File: src/rtl/tia_audio_pkg.sv
// Shared constants and helpers for the TIA polynomial audio block.
// Register addresses, the constant-mode code and the per-channel mode decode.
package tia_audio_pkg;

    localparam logic [1:0] ADDR_AUDC = 2'd0;
    localparam logic [1:0] ADDR_AUDF = 2'd1;
    localparam logic [1:0] ADDR_AUDV = 2'd2;

    localparam logic [3:0] MODE_CONST = 4'd0;

    typedef enum logic [1:0] {
        CH_CONST = 2'd0,
        CH_LFSR  = 2'd1,
        CH_TONE  = 2'd2
    } ch_mode_e;

    // AUDC values past the last usable LFSR tap fall back to a square tone.
    function automatic ch_mode_e decode_mode(input logic [3:0] audc, input int lfsr_w);
        if (audc == MODE_CONST) begin
            return CH_CONST;
        end else if (int'(audc) < lfsr_w) begin
            return CH_LFSR;
        end else begin
            return CH_TONE;
        end
    endfunction

endpackage

File: src/rtl/tia_poly_audio_if.sv
// Register-write bus from the TIA write decoder into the audio block.
interface tia_poly_audio_if #(
    parameter int NUM_CH = 2
);
    localparam int CH_W = (NUM_CH > 1) ? $clog2(NUM_CH) : 1;

    logic            wr_en;
    logic [CH_W-1:0] wr_ch;
    logic [1:0]      wr_addr;
    logic [7:0]      wr_data;

    modport master (output wr_en, wr_ch, wr_addr, wr_data);
    modport slave  (input  wr_en, wr_ch, wr_addr, wr_data);

endinterface

File: src/rtl/tia_audio_voice.sv
// One audio channel: AUDC/AUDF/AUDV registers, tick divider, LFSR, tone flip-flop
// and the volume-gated output level.
module tia_audio_voice
    import tia_audio_pkg::*;
#(
    parameter int LFSR_W = 9,
    parameter int DIV_W  = 5,
    parameter int VOL_W  = 4
) (
    input  logic             clk,
    input  logic             rst_n,
    input  logic             tick_en,
    input  logic             wr_sel,
    input  logic [1:0]       wr_addr,
    input  logic [7:0]       wr_data,
    output logic             ch_bit,
    output logic [VOL_W-1:0] ch_level
);

    logic [3:0]        audc;
    logic [DIV_W-1:0]  audf;
    logic [VOL_W-1:0]  audv;
    logic [DIV_W-1:0]  cnt;
    logic [LFSR_W-1:0] sr;
    logic              tone_ff;
    logic              step;
    logic              tap;
    ch_mode_e          mode;

    // Upper data bits are simply not part of these narrow registers.
    logic unused_data;
    assign unused_data = ^wr_data;

    assign mode = decode_mode(audc, LFSR_W);
    assign step = tick_en && (cnt >= audf);

    always_comb begin
        tap = 1'b0;
        for (int i = 1; i < LFSR_W; i++) begin
            if (audc == 4'(i)) tap = sr[i];
        end
    end

    // Divider counts ticks; a stale count above a newly written AUDF wraps on the next tick.
    always_ff @(posedge clk or negedge rst_n) begin
        if (!rst_n) begin
            cnt <= '0;
        end else if (tick_en) begin
            cnt <= step ? '0 : cnt + DIV_W'(1);
        end
    end

    always_ff @(posedge clk or negedge rst_n) begin
        if (!rst_n) begin
            sr      <= LFSR_W'(1);
            tone_ff <= 1'b0;
        end else if (step) begin
            case (mode)
                CH_LFSR: sr <= (sr == '0) ? LFSR_W'(1) : {tap ^ sr[0], sr[LFSR_W-1:1]};
                CH_TONE: tone_ff <= ~tone_ff;
                default: ;
            endcase
        end
    end

    always_ff @(posedge clk or negedge rst_n) begin
        if (!rst_n) begin
            audc <= '0;
            audf <= '0;
            audv <= '0;
        end else if (wr_sel) begin
            case (wr_addr)
                ADDR_AUDC: audc <= wr_data[3:0];
                ADDR_AUDF: audf <= wr_data[DIV_W-1:0];
                ADDR_AUDV: audv <= wr_data[VOL_W-1:0];
                default:   ;
            endcase
        end
    end

    always_comb begin
        case (mode)
            CH_LFSR: ch_bit = sr[0];
            CH_TONE: ch_bit = tone_ff;
            default: ch_bit = 1'b1;
        endcase
    end

    assign ch_level = ch_bit ? audv : '0;

endmodule

File: src/rtl/tia_poly_audio.sv
// Multi-channel TIA polynomial audio generator: per-channel voices, write decode
// and a registered sum of all channel levels for the DAC/PWM stage.
module tia_poly_audio
    import tia_audio_pkg::*;
#(
    parameter int NUM_CH = 2,
    parameter int LFSR_W = 9,
    parameter int DIV_W  = 5,
    parameter int VOL_W  = 4
) (
    input  logic                                 clk,
    input  logic                                 rst_n,
    input  logic                                 tick_en,
    tia_poly_audio_if.slave                      bus,
    output logic [NUM_CH-1:0]                    ch_bit,
    output logic [NUM_CH*VOL_W-1:0]              ch_level,
    output logic [VOL_W+$clog2(NUM_CH)-1:0]      mix_out
);

    localparam int CH_W  = (NUM_CH > 1) ? $clog2(NUM_CH) : 1;
    localparam int MIX_W = VOL_W + $clog2(NUM_CH);

    logic [MIX_W-1:0] mix_sum;

    // Out-of-range channel numbers match no voice, so those writes are dropped.
    for (genvar i = 0; i < NUM_CH; i++) begin : g_voice
        logic wr_sel;
        assign wr_sel = bus.wr_en && (bus.wr_ch == CH_W'(i));

        tia_audio_voice #(
            .LFSR_W (LFSR_W),
            .DIV_W  (DIV_W),
            .VOL_W  (VOL_W)
        ) u_voice (
            .clk      (clk),
            .rst_n    (rst_n),
            .tick_en  (tick_en),
            .wr_sel   (wr_sel),
            .wr_addr  (bus.wr_addr),
            .wr_data  (bus.wr_data),
            .ch_bit   (ch_bit[i]),
            .ch_level (ch_level[i*VOL_W +: VOL_W])
        );
    end

    always_comb begin
        mix_sum = '0;
        for (int i = 0; i < NUM_CH; i++) begin
            mix_sum = mix_sum + MIX_W'(ch_level[i*VOL_W +: VOL_W]);
        end
    end

    always_ff @(posedge clk or negedge rst_n) begin
        if (!rst_n) begin
            mix_out <= '0;
        end else begin
            mix_out <= mix_sum;
        end
    end

endmodule

File: src/flat_wrapper.sv
// flat-port wrapper written by rule: the top's interface ports become plain ports
module tia_poly_audio_flat import tia_audio_pkg::*;
#(
    parameter int NUM_CH = 2,
    parameter int LFSR_W = 9,
    parameter int DIV_W  = 5,
    parameter int VOL_W  = 4
)
  (clk, rst_n, tick_en, ch_bit, ch_level, mix_out, bus_wr_en, bus_wr_ch, bus_wr_addr, bus_wr_data);
  tia_poly_audio_if #(.NUM_CH(NUM_CH)) bus_i ();
  input  logic clk;
  input  logic rst_n;
  input  logic tick_en;
  output logic [NUM_CH-1:0] ch_bit;
  output logic [NUM_CH*VOL_W-1:0] ch_level;
  output logic [VOL_W+$clog2(NUM_CH)-1:0] mix_out;
  input wire logic [$bits(bus_i.wr_en)-1:0] bus_wr_en;
  input wire logic [$bits(bus_i.wr_ch)-1:0] bus_wr_ch;
  input wire logic [$bits(bus_i.wr_addr)-1:0] bus_wr_addr;
  input wire logic [$bits(bus_i.wr_data)-1:0] bus_wr_data;
  assign bus_i.wr_en = bus_wr_en;
  assign bus_i.wr_ch = bus_wr_ch;
  assign bus_i.wr_addr = bus_wr_addr;
  assign bus_i.wr_data = bus_wr_data;
  tia_poly_audio #(.NUM_CH(NUM_CH), .LFSR_W(LFSR_W), .DIV_W(DIV_W), .VOL_W(VOL_W)) u_core (.clk(clk), .rst_n(rst_n), .tick_en(tick_en), .bus(bus_i), .ch_bit(ch_bit), .ch_level(ch_level), .mix_out(mix_out));
endmodule
File: config.mk
export PLATFORM = sky130hd
export DESIGN_NAME = tia_poly_audio_flat
export DESIGN_NICKNAME = d
export VERILOG_FILES = /design/src/rtl/tia_audio_pkg.sv /design/src/rtl/tia_poly_audio_if.sv /design/src/rtl/tia_audio_voice.sv /design/src/rtl/tia_poly_audio.sv /design/src/flat_wrapper.sv
export SDC_FILE = /design/constraint.sdc
export NUM_CORES = 1
export LEC_CHECK = 0
export ABC_AREA = 1
export BUFFER_PORTS_ARGS = -buffer_cell sky130_fd_sc_hd__buf_2
export CAP_MARGIN = 20
export CORE_MARGIN = 3
export CORE_UTILIZATION = 45
export DETAILED_ROUTE_END_ITERATION = 8
export HOLD_SLACK_MARGIN = 0.1
export PLACE_DENSITY_LB_ADDON = 0.12
export SLEW_MARGIN = 20
export SYNTH_ARGS = -nofsm -noshare
export SYNTH_HDL_FRONTEND = slang
export SYNTH_SLANG_ARGS = --single-unit
export TNS_END_PERCENT = 30
File: constraint.sdc
create_clock -name clk -period 3.6 [get_ports clk]
set_clock_uncertainty 0.15 [all_clocks]
set_input_delay 1.08 -clock clk [delete_from_list [all_inputs] [get_ports clk]]
set_output_delay 1.08 -clock clk [all_outputs]
set_load 0.005 [all_outputs]
[Word-level counts from Yosys, hierarchy flattened]
Index checks and enable logic that the tools add are counted.
Storage, ports and cells
  register bits after elaboration: 61
  bits of input ports: 15
  word-level logic and storage cells: 94
Cells by class
  add/subtract/negate cells: 3
  order comparisons: 4
  equality and inequality tests: 22
  multiplexer cells: 28
  bitwise gates (word level): 5
  reduce and logical (&&, ||, !) cells: 19
Operators with widths (count)
  $eq 4x3->1 const B: 8
  $reduce_and 2->1: 10
  $logic_not 9->1: 2
  $mux 9: 2
  $eq 4x2->1 const B: 4
  $mux 1: 16
  $add 5x1->5 const B: 2
  $ge 5x5->1: 2
  $mux 5: 2
  $eq 4x1->1 const B: 2
  $eq 4x4->1 const B: 2
  $logic_not 4->1: 2
  $lt 4x4->1 const B: 2
  $mux 2: 4
  $mux 4: 2
  $eq 2x1->1 const B: 3
  $eq 2x2->1 const B: 3
  $add 4x4->5: 1
  $logic_and 1x1->1: 4
  $pmux 1 s2: 2
  $not 1->1: 3
  $logic_not 2->1: 1
  $xor 1x1->1: 2

[Depth between registers and ports, before layout]
  word-level depth: 11
  gate-level depth with buffers: 11

[By module]
Synthesis repeated with hierarchy kept, for this count alone.
Second synthesis, totals
  cells, all modules: 384
  area, all modules: 3155.5 um2
By module, submodules not included
  tia_audio_voice: times used 2, cells each 175, area an instance 1428.9 um2, sequential area each 701.9 um2
  tia_poly_audio: times used 1, cells each 34, area an instance 297.8 um2, sequential area each 125.1 um2

[Least setup slack after synthesis]
Ideal clock, no wire load.
  path type: reg2out
  start point: register u_core.g_voice[1].u_voice.audc[0]
  end point: output ch_bit[1]
  arrival: 1.226 ns
  slack: 1.144 ns
  stages on the path, launching flop included: 9
  buffers on the path: 2
  cells stage by stage: dfrtp_1 -> buf_6 -> nor2_4 -> nand2_2 -> nand2_2 -> nand2_4 -> o22ai_1 -> inv_1 -> buf_4
On the way
  cells in the longest elaborated chain, start to end: 5
RTL lines
  from (decl): line tia_audio_voice.sv:20  | logic [3:0] audc;
  from (signal assigned): line tia_audio_voice.sv:73  | ADDR_AUDC: audc <= wr_data[3:0];
  $lt 4x4->1: line tia_audio_pkg.sv:21  | end else if (int'(audc) < lfsr_w) begin
  $mux 2: line tia_audio_pkg.sv:21
  $mux 2 *: line tia_audio_pkg.sv:19  | if (audc == MODE_CONST) begin
  $eq 2x2->1 or $eq 2x1->1 (tied branches): line tia_audio_voice.sv:82  | case (mode)
  $pmux 1 s2 *: line tia_audio_voice.sv:82
  to (decl): line flat_wrapper.sv:14  | output logic [NUM_CH-1:0] ch_bit;
Every way passes the cells marked *; elsewhere a longest branch is shown, timed or not.

[Worst setup path in the final report]
  start point: register u_core.g_voice[1].u_voice.audc[0]
  end point: output ch_level[5]
On the way
  cells in the longest elaborated chain, start to end: 6
RTL lines
  $lt 4x4->1: line tia_audio_pkg.sv:21
  $mux 2: line tia_audio_pkg.sv:21
  $mux 2 *: line tia_audio_pkg.sv:19
  $eq 2x2->1 or $eq 2x1->1 (tied branches): line tia_audio_voice.sv:82
  $pmux 1 s2 *: line tia_audio_voice.sv:82
  $mux 4 *: line tia_audio_voice.sv:89  | assign ch_level = ch_bit ? audv : '0;
  to (decl): line flat_wrapper.sv:15  | output logic [NUM_CH*VOL_W-1:0] ch_level;
Marked as above.

==> impl_metrics.env <==
export IMPL_cts_tree="built"
export IMPL_fin_cells=510
export IMPL_p_per_area_nw_per_um2=736
export IMPL_slowest_stage="dfrtp_1"
export IMPL_status="finished, final reports clean"
export IMPL_cp_end_kind="primary output"
export IMPL_cts_resized=0
export IMPL_grt_ovfl_total=0
export IMPL_die_h_um=91.3
export IMPL_yosysTopAreaCellShare_pct=45.1
export IMPL_holdPathStages=1
export IMPL_synth_fp_nets=409
export IMPL_max_slew_margin_pct=66.1
export IMPL_clockBufferDepth=2
export IMPL_via_per_inst=4.79
export IMPL_portBuffers=26
export IMPL_clkSinkCount=61
export IMPL_place_inst=494
export IMPL_avgSynthCellArea_um2=8.69
export IMPL_hold_buffers=0
export IMPL_cp_depth=7
export IMPL_fp_row_count=30
export IMPL_period_share_pct=88.5
export IMPL_crit_top_cell="nand2_2"
export IMPL_drt_antenna_violating_nets=0
export IMPL_hold_path_startpoint="u_core.g_voice[1].u_voice.tone_ff"
export IMPL_drc=0
export IMPL_firstDrtPassIters=4
export IMPL_dieWidth_um=91.3
export IMPL_area_delta_synth_final_pct=12.5
export IMPL_grt_usage_pct=15.7
export IMPL_crit_fanout=8
export IMPL_hold_path_class="reg2reg"
export IMPL_grt_pass1_vias=2362
export IMPL_yosysWarnings=0
export IMPL_cts_buffers=9
export IMPL_ys_seq_elements=61
export IMPL_layout_common_cells="nand2_1 (80), inv_1 (62), dfrtp_1 (59)"
export IMPL_cp_start_kind="flop"
export IMPL_period_needed_ns=3.19
export IMPL_wire_per_inst_um=11.8
export IMPL_grt_first_pass_wirelength_mm=10.6
export IMPL_cp_required_ns=2.37
export IMPL_reg2regPathDepth=9
export IMPL_setup_tns_ns=0
export IMPL_cts_setup_buffers=0
export IMPL_clk_latency_ns=0.34
export IMPL_initial_core_util_pct=47.4
export IMPL_path_buf_inv=1
export IMPL_routed_via_count=2441
export IMPL_max_freq_ghz=0.314
export IMPL_ios=30
export IMPL_grt_max_degree=40
export IMPL_syn_cell_area_um2=3270
export IMPL_critPathMaxStageDelay_ns=0.49
export IMPL_layout_commonest_cell="nand2_1"
export IMPL_p_leak_nw=1.95
export IMPL_fin_util_pct=53.4
export IMPL_place_gp_congestion=0.863
export IMPL_layout_drive_gt1_share_pct=17.9
export IMPL_dp_hpwl_mm=4.38
export IMPL_setup_viol_count_final=0
export IMPL_ys_seq_area_share_pct=46.7
export IMPL_drt_iter0_drc=95
export IMPL_die_area_um2=8340
export IMPL_core_area_um2=6910
export IMPL_wirelength_mm=6.00
export IMPL_cap_violations=0
export IMPL_clk_pin_slew_ns=0.06
export IMPL_rsz0062_at_grt="false"
export IMPL_yosys_cell_types_count=30
export IMPL_htreeDepth=3
export IMPL_hold_violations=0
export IMPL_cp_cell_sequence="nor2_4 -> nand2_2 -> nand2_2 -> nand2_4 -> o22ai_1 -> nor2_1 -> buf_2"
export IMPL_worst_pin_slew_ns=0.508
export IMPL_fillCellCount=667
export IMPL_worstReg2RegEnd="u_core.mix_out[2]"
export IMPL_fin_nets=441
export IMPL_critical_path_top_delay_family="simple AND/OR/NAND/NOR gates"
export IMPL_synthTopCellsByArea="dfrtp_1 (45%), nand2_1 (9.2%), inv_1 (7.1%)"
export IMPL_r2r_start="u_core.g_voice[1].u_voice.audc[0]"
export IMPL_syn_inst=377
export IMPL_antenna_found_initial=0
export IMPL_crit_type="reg2out"
export IMPL_hold_end="u_core.g_voice[1].u_voice.tone_ff"
export IMPL_arrival_ns=1.96
export IMPL_rrSetupSlack_ns=1.13
export IMPL_diodes=0
export IMPL_clockRootBuffer="clkbuf_8"
export IMPL_peakVddDrop_uv=308
export IMPL_drv_slew=0
export IMPL_yosysTopAreaCell="dfrtp_1"
[worst max path at each step]
stage	startpoint	end	slack, ns
after floorplan	u_core.g_voice[1].u_voice.audc[0]	ch_bit[1]	1.14
after global placement	u_core.g_voice[1].u_voice.audc[0]	ch_level[5]	0.78
after detailed placement	u_core.g_voice[1].u_voice.audc[0]	ch_level[5]	0.77
after CTS	u_core.g_voice[1].u_voice.audc[0]	ch_level[5]	0.38
after global routing	u_core.g_voice[0].u_voice.audc[0]	ch_level[1]	0.25
final	u_core.g_voice[1].u_voice.audc[0]	ch_level[5]	0.41
[metal layers]
metal / global-route usage, % / vias up / routed length [um]
met2: 24.6 / 38 / 2680
li1: - / 1268 / -
met4: 6.78 / 0 / 92
met3: 3.40 / 8 / 236
met5: 0 / - / 0
met1: 21.0 / 1127 / 2990
[worst reg2reg max path, cell delays in order (launching register included)]
cell and delay (ns):
dfrtp_1 0.49, nor2_4 0.16, nand2_2 0.06, nand2_2 0.09
nand2_4 0.08, o22ai_1 0.40, nor2_1 0.12, ha_1 0.24
fa_1 0.40, xor2_1 0.16
[through the flow]
step | cell area, um2 | power [mW] | hold WS [ns] | worst slack [ns]
2_1_floorplan | 3270 | 1.84 | 0.292 | 1.14
3_3_place_gp | 3460 | 2.02 | 0.310 | 0.778
3_5_place_dp | 3460 | 2.04 | 0.308 | 0.770
4_1_cts | 3680 | 2.75 | 0.323 | 0.377
5_1_grt | 3680 | 2.94 | 0.346 | 0.245
6_report | 3680 | 2.71 | 0.318 | 0.414
[layout make-up]
cell class	count	area, um2	share of cell area (%)
clock buffer	12	155	4.21
tap	96	120	3.26
timing repair buffer	28	145	3.94
sequential	61	1530	41.5
clock inverter	4	70.1	1.90
multi-input combinational	243	1420	38.5
inverter	66	248	6.72
[sequential cells by signal (all words and copies together), names as in the netlist]
name,flops
u_core.g_voice.u_voice.audc,8
u_core.g_voice.u_voice.audv,8
u_core.g_voice.u_voice.tone_ff,2
u_core.g_voice.u_voice.cnt,10
u_core.g_voice.u_voice.audf,10
u_core.mix_out,5
u_core.g_voice.u_voice.sr,18
[power breakdown]
part / internal [mW] / switching, mW / total, mW
registers: 0.905 / 0.168 / 1.07
logic: 0.375 / 0.573 / 0.948
clock network: 0.426 / 0.265 / 0.691
[synth_stat cells]
cell / count
nor3_1: 3
inv_1: 62
nor2_1: 20
buf_8: 1
clkinv_1: 1
a21oi_1: 8
and3_1: 1
o21ai_0: 32
nor2_8: 3
or2_0: 1
nand3_1: 25
o21ai_2: 9
o21ai_1: 7
inv_2: 3
ha_1: 16
buf_12: 1
buf_4: 3
buf_6: 2
xor2_1: 8
dfstp_2: 2
nand2_1: 80
nand2_4: 4
nand3_2: 2
dfrtp_1: 59
nand2_2: 6
nand4_1: 13
o22ai_1: 2
nor2_4: 1
fa_1: 1
nand3_4: 1
[logic make-up (layout without fill, tap and decap cells)]
group                    count (synthesis)  count (layout)  share of synthesized area, %
AO/OA/AOI/OAI                           58              58                          9.97
XOR/XNOR                                 8               8                          2.14
adder cells (fa/ha/maj)                 17              17                          6.73
buffers and inverters                   73             110                          10.0
flip-flops                              61              61                          46.7
AND/OR/NAND/NOR                        160             160                          24.5
No activity file was read; power rests on OpenSTA's default activity.
